### src/rtl/memory_map_fabric.sv
// memory_map_fabric: one master port fanned out to N_SLAVES memory-mapped
// slaves with address decode, per-slave acknowledge, timeout and error reply.
module memory_map_fabric #(
  parameter int DATA_WIDTH = 32,
  parameter int ADDR_WIDTH = 32,
  parameter int N_SLAVES = 4,
  parameter int SEL_LSB = 16,
  parameter int SEL_BITS = 2,
  parameter int TIMEOUT = 16,
  parameter logic [DATA_WIDTH-1:0] ERR_DATA = 32'hDEAD_BEEF
) (
  input  logic                         clk,
  input  logic                         rst,
  input  logic                         m_re,
  input  logic                         m_we,
  input  logic [ADDR_WIDTH-1:0]        m_addr,
  input  logic [DATA_WIDTH-1:0]        m_wdata,
  output logic [DATA_WIDTH-1:0]        m_rdata,
  output logic                         m_done,
  output logic                         m_err,
  output logic                         m_busy,
  output logic [N_SLAVES-1:0]          s_sel,
  output logic                         s_we,
  output logic [ADDR_WIDTH-1:0]        s_addr,
  output logic [DATA_WIDTH-1:0]        s_wdata,
  input  logic [N_SLAVES*DATA_WIDTH-1:0] s_rdata,
  input  logic [N_SLAVES-1:0]          s_ack
);

  typedef enum logic [1:0] {
    IDLE,
    ACCESS,
    RESP
  } state_t;

  localparam int CW = (TIMEOUT < 2) ? 1 : $clog2(TIMEOUT + 1);
  localparam logic [CW-1:0] TO_LAST = CW'(TIMEOUT - 1);
  localparam logic [SEL_BITS:0] N_LIM = (SEL_BITS + 1)'(N_SLAVES);

  state_t state;
  logic [CW-1:0] cnt;

  logic [SEL_BITS-1:0] idx;
  logic [ADDR_WIDTH-1:0] addr_clr;
  logic [N_SLAVES-1:0] sel_dec;
  logic mapped;
  logic hit;
  logic expired;
  logic [DATA_WIDTH-1:0] rd_mux;

  // decode the request address and steer the selected slave's ack/data
  always_comb begin
    idx = m_addr[SEL_LSB +: SEL_BITS];
    addr_clr = m_addr;
    addr_clr[SEL_LSB +: SEL_BITS] = '0;
    mapped = ({1'b0, idx} < N_LIM);
    sel_dec = N_SLAVES'(1) << idx;
    hit = |(s_ack & s_sel);
    expired = (TIMEOUT > 0) && (cnt == TO_LAST);
    rd_mux = '0;
    for (int k = 0; k < N_SLAVES; k++) begin
      if (s_sel[k]) begin
        rd_mux = rd_mux | s_rdata[k*DATA_WIDTH +: DATA_WIDTH];
      end
    end
  end

  // transaction FSM with registered master and slave side outputs
  always_ff @(posedge clk) begin
    if (rst) begin
      state   <= IDLE;
      cnt     <= '0;
      m_rdata <= '0;
      m_done  <= 1'b0;
      m_err   <= 1'b0;
      m_busy  <= 1'b0;
      s_sel   <= '0;
      s_we    <= 1'b0;
      s_addr  <= '0;
      s_wdata <= '0;
    end else begin
      m_done <= 1'b0;
      unique case (state)
        IDLE: begin
          if (m_re | m_we) begin
            m_busy  <= 1'b1;
            s_addr  <= addr_clr;
            s_wdata <= m_wdata;
            if (mapped) begin
              state <= ACCESS;
              s_sel <= sel_dec;
              s_we  <= m_we;
            end else begin
              state  <= RESP;
              m_done <= 1'b1;
              m_err  <= 1'b1;
              if (!m_we) begin
                m_rdata <= ERR_DATA;
              end
            end
          end
        end
        ACCESS: begin
          cnt <= cnt + 1'b1;
          if (hit) begin
            state  <= RESP;
            m_done <= 1'b1;
            m_err  <= 1'b0;
            s_sel  <= '0;
            s_we   <= 1'b0;
            if (!s_we) begin
              m_rdata <= rd_mux;
            end
          end else if (expired) begin
            state  <= RESP;
            m_done <= 1'b1;
            m_err  <= 1'b1;
            s_sel  <= '0;
            s_we   <= 1'b0;
            if (!s_we) begin
              m_rdata <= ERR_DATA;
            end
          end
        end
        RESP: begin
          state  <= IDLE;
          m_busy <= 1'b0;
          cnt    <= '0;
        end
        default: begin
          state <= IDLE;
        end
      endcase
    end
  end

endmodule

### config.mk
export PLATFORM = sky130hd
export DESIGN_NAME = memory_map_fabric
export DESIGN_NICKNAME = d
export VERILOG_FILES = /design/src/rtl/memory_map_fabric.sv
export SDC_FILE = /design/constraint.sdc
export NUM_CORES = 1
export LEC_CHECK = 0
export CAP_MARGIN = 30
export CORE_MARGIN = 2
export CORE_UTILIZATION = 33
export CTS_CLUSTER_SIZE = 24
export DETAILED_ROUTE_END_ITERATION = 8
export GPL_TIMING_DRIVEN = 0
export PLACE_DENSITY = 0.78
export SYNTH_ARGS = -nofsm -noshare
export SYNTH_HDL_FRONTEND = slang
export SYNTH_SLANG_ARGS = --single-unit
### constraint.sdc
create_clock -name clk -period 1.6 [get_ports clk]
set_input_delay 0.24 -clock clk [delete_from_list [all_inputs] [get_ports clk]]
set_output_delay 0.24 -clock clk [all_outputs]
set_load 0.1 [all_outputs]
Word-level counts from Yosys, hierarchy flattened --
Cells that the tools add are included.
Word-level totals: ROM bits 0, RAM bits 0, input port bits 200, memories 0, register bits 109, bits in latches 0
Operators by class: muxes and demuxes 27, add/subtract/negate cells 1, equal/unequal tests 7, bitwise operators 6, $mul 0, $lt $le $gt $ge 0, shift operators 1, reductions and logical operators 13, div/mod/pow operators 0
Operators by type and width (count):
- $mux W32 | 8
- $or A32 B32 Y32 | 3
- $mux W4 | 3
- $pmux W5 S2 | 1
- $mux W1 | 8
- $pmux W4 S2 | 1
- $reduce_and A2 Y1 | 4
- $reduce_bool A2 Y1 | 4
- $mux W2 | 3
- $ne A2 B2 Y1 const B | 3
- $add A5 B1 Y5 const B | 1
- $eq A5 B4 Y1 const B | 1
- $and A4 B4 Y4 | 1
- $pmux W1 S2 | 2
- $pmux W2 S2 | 1
- $reduce_and A4 Y1 | 1
- $reduce_or A4 Y1 | 1
- $shl A1 B2 Y4 const A | 1
- $ne A3 B3 Y1 const B | 1
- $reduce_and A3 Y1 | 1
- $eq A2 B1 Y1 const B | 1
- $eq A2 B2 Y1 const B | 1
- $logic_not A2 Y1 | 1
- $reduce_or A2 Y1 | 1
- 2 further kinds | 2

Depth between registers and ports, before layout --
depth in word-level cells 9, mapped depth 8, depth with buffers taken out 7

Worst setup path after synthesis --
No wires, ideal clock.
kind flip-flop to flip-flop, start register s_sel[1], end register m_rdata[0], period minus slack after synthesis 2.094 ns, required time 1.509 ns, slack -0.494 ns, stages on the path, launching flop included 7, buffers on the path 2, arrival time 2.003 ns, cell sequence dfxtp_1 > buf_2 > a22oi_4 > a31oi_4 > buf_6 > nor2_1 > a311oi_1
On the way: word-level cells in the longest chain between the ends 7
Ends and longest elaborated chain:
- start: declaration | RTL line 22 | output logic [N_SLAVES-1:0] s_sel,
- start signal: assignment | RTL line 91 | s_sel <= sel_dec;
- $mux W32 | RTL line 62 | if (s_sel[k]) begin
- $or A32 B32 Y32 | RTL line 63 | rd_mux = rd_mux | s_rdata[k*DATA_WIDTH +: DATA_WIDTH];
- $mux W32 | RTL line 62
- $or A32 B32 Y32 | RTL line 63
- $mux W32 | RTL line 62
- $mux W32 | RTL line 111 | if (!s_we) begin
- $mux W32 | RTL line 105 | if (hit) begin
- end signal: assignment | RTL line 112 | m_rdata <= rd_mux;
- end: declaration | RTL line 18 | output logic [DATA_WIDTH-1:0] m_rdata,
Several ways; a longest one is shown, not always the timed one. The select of a mux whose other input is x is not followed. A chain may end at the register's enable or synchronous reset.

Worst setup path in the final report --
start register cnt[0], end register m_rdata[3]
On the way: word-level cells in the longest chain between the ends 3
Ends and longest elaborated chain:
- start: declaration | RTL line 41 | logic [CW-1:0] cnt;
- start signal: assignment | RTL line 104 | cnt <= cnt + 1'b1;
- $eq A5 B4 Y1 (*) | RTL line 59 | expired = (TIMEOUT > 0) && (cnt == TO_LAST);
- $ne A2 B2 Y1 (no source line) or $reduce_bool A2 Y1 (tied branches)
- $reduce_and A4 Y1 (no source line) (*)
Every way passes the cells marked *; elsewhere a longest branch is shown, timed or not.

==> flow_summary.json <==
{
  "worstPathMaxFanout": 6,
  "crit_chain": "ha_4 > and3_4 > ha_4 > inv_4 > a31oi_4 > buf_12 > buf_8 > nor2_1 > a311oi_1",
  "maxCapViolCount": 0,
  "yosysTopAreaCellShare_pct": 47.1,
  "grt_pass1_wl_um": 27400,
  "finalNonFillerCells": 1072,
  "worstHoldPathType": "input pin to flip-flop",
  "crit_path_top_delay_cell": "dfxtp_2",
  "drtIter0Drc": 246,
  "yosysMostFrequentCell": "nand2_1",
  "async_reset_ff_share_pct": 0,
  "cts_buffers": 9,
  "die_x_um": 123,
  "worstPathBufferInverterCount": 3,
  "start_util_pct": 33.5,
  "setup_ws_ns": -0.105,
  "path_depth": 9,
  "syn_avg_cell_area_um2": 8.28,
  "hold_viol": 0,
  "worstHoldStart": "rst",
  "viasPerCell": 5.04,
  "tritoncts": "yes",
  "die_y_um": 123,
  "track_usage_pct": 23.9,
  "rows": 43,
  "crit_path_start_kind": "flip-flop",
  "period_minus_slack_ns": 1.70,
  "wl_per_cell_um": 17.5,
  "timing.rr.end": "m_rdata[3]",
  "grt_pass1_vias": 5193,
  "cpPeakStageDelay_ns": 0.36,
  "period_share_pct": 107,
  "total_leakage_power_nw": 3.19,
  "clkTransAtPathRegs_ns": 0.08,
  "cpLargestDelayFamily": "compound AO/OA/AOI/OAI gates",
  "synthTopCellsByArea": "dfxtp_1, nand2_1, a22oi_1",
  "p_sw_share_pct": 41.5,
  "worst_ep_arrival_time_ns": 1.95,
  "fin_hold_ws_ns": 0.421,
  "synthCells": 560,
  "dp_cells": 1043,
  "report.final.slew_viol_count": 0,
  "status": "finished with violations",
  "nets": 1092,
  "antenna_left": 0,
  "cts_max_path_buffers": 2,
  "ys_warn_count": 0,
  "cpMostUsedCell": "ha_4",
  "first_pass_iters": 5,
  "seq_area_frac_synth_pct": 47.1,
  "worstSkewPairLatency_ns": 0.35,
  "clock_sinks": 109,
  "p_total_mw": 8.92,
  "max_slew_margin_pct": 47.4,
  "endpoint_kind": "flip-flop",
  "wl_um": 18800,
  "globalplace.congestion": 0.887,
  "drc": 0,
  "crit_type": "flip-flop to flip-flop",
  "p_per_area_nw_per_um2": 1020,
  "timing.rr.start": "cnt[0]",
  "worst_pin_slew_ns": 0.789,
  "io_buffers": 300,
  "fin_skew_ns": 0.00899,
  "ys_ff_latch": 109,
  "r2r_cells": 9,
  "rsz0062_at_grt": "true",
  "hpwlAfterDp_um": 13900,
  "setup_viol": 26,
  "synth_edf_count": 0,
  "gr-total-overflow": 0,
  "synthesis.area_um2": 4640,
  "fmax_ghz": 0.587,
  "r2r_slack_ns": -0.10,
  "area_delta_synth_final_pct": 89.3,
  "cp_data_required_time_ns": 1.85,
  "io_pins": 304,
  "final_layout_size_suffix_gt1_share_pct": 24.3,
  "antenna_found_initial": 0,
  "die_area_um2": 15000,
  "num_vias": 5398,
  "failed_checks": "negative setup slack",
  "ys_top_cells_by_count": "nand2_1, dfxtp_1, a21oi_1",
  "coreArea_um2": 13800,
  "power_switching_mw": 3.71,
  "crit_end": "m_rdata[3]",
  "p_comb_share_pct": 41.8,
  "clockPowerShare_pct": 23.8,
  "ir_worst_vdd_v": 0.000597,
  "fin_util_pct": 63.5,
  "grt_max_degree": 19,
  "crit_start": "cnt[0]",
  "htree_levels": 3,
  "synth_ff_type": "dfxtp_1",
  "internal_power_mw": 5.22,
  "ys_types": 35,
  "synth_top_area_cell": "dfxtp_1",
  "n_antenna_cell": 0,
  "clock-root-buffer": "clkbuf_16",
  "p_seq_share_pct": 34.4
}
[worst min-delay path by stage]
| stage | end | cells after the start | slack (ns) |
|---|---|---|---|
| 2_1_floorplan | s_wdata[13] | 2 | 0.38 |
| 3_3_place_gp | s_addr[7] | 2 | 0.44 |
| 3_5_place_dp | s_addr[0] | 2 | 0.45 |
| 4_1_cts | m_rdata[24] | 3 | 0.40 |
| 5_1_grt | s_wdata[29] | 3 | 0.43 |
| 6_report | m_rdata[22] | 3 | 0.42 |
[kinds of logic after synthesis]
family / Yosys count / share of synthesized area [%]
AO/OA/AOI/OAI: 187 / 27.0
adder cells (fa/ha/maj): 5 / 1.35
buffers and inverters: 56 / 5.64
flip-flops: 109 / 47.1
multiplexers: 2 / 0.432
other: 1 / 0.0809
AND/OR/NAND/NOR: 200 / 18.4
[final cells by class]
cell class / count / area (um2)
inverter: 4 / 17.5
multi-input combinational: 396 / 2380
clock inverter: 7 / 50.0
tap: 180 / 225
clock buffer: 9 / 225
timing repair buffer: 316 / 3350
fill: 1214 / 5050
buffer: 51 / 323
sequential: 109 / 2200
[cells in the final DEF (no fill, tap or decap), types with 3 or more instances in the layout]
| cell type | netlist | layout |
|---|---|---|
| nor2_2 | 0 | 13 |
| dfxtp_1 | 109 | 101 |
| buf_12 | 0 | 3 |
| nand2b_1 | 11 | 11 |
| a21oi_1 | 73 | 71 |
| buf_8 | 0 | 5 |
| a311oi_1 | 24 | 18 |
| clkbuf_1 | 30 | 21 |
| clkbuf_2 | 0 | 4 |
| dfxtp_4 | 0 | 4 |
| buf_6 | 3 | 7 |
| clkinvlp_4 | 0 | 3 |
| clkbuf_16 | 0 | 9 |
| clkdlybuf4s15_2 | 0 | 100 |
| clkdlybuf4s50_1 | 0 | 198 |
| nor2_1 | 32 | 17 |
| buf_4 | 3 | 12 |
| o21ai_2 | 0 | 8 |
| a22oi_1 | 65 | 65 |
| ha_4 | 0 | 3 |
| clkbuf_4 | 0 | 11 |
| nand2_1 | 133 | 133 |
| a311oi_2 | 0 | 6 |
| o21ai_1 | 1 | 7 |
| dfxtp_2 | 0 | 4 |
| nand3_1 | 9 | 9 |
[stage by stage]
| step | setup slack (ns) | instance area [um2] | setup TNS [ns] |
|---|---|---|---|
| after floorplan | 0.00187 | 4660 | 0 |
| after global placement | -0.275 | 7880 | -29.95 |
| after detailed placement | -0.314 | 7940 | -31.74 |
| after CTS | -0.0815 | 8600 | -1.13 |
| after global routing | -0.209 | 8780 | -4.05 |
| final | -0.105 | 8780 | -1.24 |
[timing repair]
item | CTS | global route
gates cloned | 2 | 0
setup buffers | 8 | 5
setup endpoints to repair | 190 | 100
gates resized for setup | 369 | 43
hold buffers | 0 | 0
pin swaps | 35 | 14
[sequential cells by signal, indices dropped and copies added, names as in the netlist]
register / cells
state: 2
cnt: 5
s_we: 1
m_err: 1
s_addr: 30
m_rdata: 32
m_done: 1
s_sel: 4
s_wdata: 32
m_busy: 1
[power by group through the flow]
stage / Sequential [mW] / Combinational (mW) / Clock (mW)
2_1_floorplan: 4.66 / 0.816 / 0
3_3_place_gp: 3.11 / 3.55 / 0
3_5_place_dp: 3.12 / 3.59 / 0
4_1_cts: 3.07 / 3.64 / 2.19
5_1_grt: 3.10 / 3.92 / 2.28
6_report: 3.07 / 3.73 / 2.13
[worst register-to-register path, cell delays in order (launching register included)]
cell and delay [ns]:
dfxtp_2 0.36, ha_4 0.14, and3_4 0.19, ha_4 0.14
inv_4 0.04, a31oi_4 0.17, buf_12 0.16, buf_8 0.13
nor2_1 0.05, a311oi_1 0.25
[layer usage]
layer	global-route usage (%)	up-vias	share of wire, %
li1	-	2642	-
met1	26.1	2479	39
met2	42.7	245	50
met3	7.67	32	9.1
met4	9.12	0	2.4
met5	0	-	0
No activity file was read; power rests on OpenSTA's default activity.
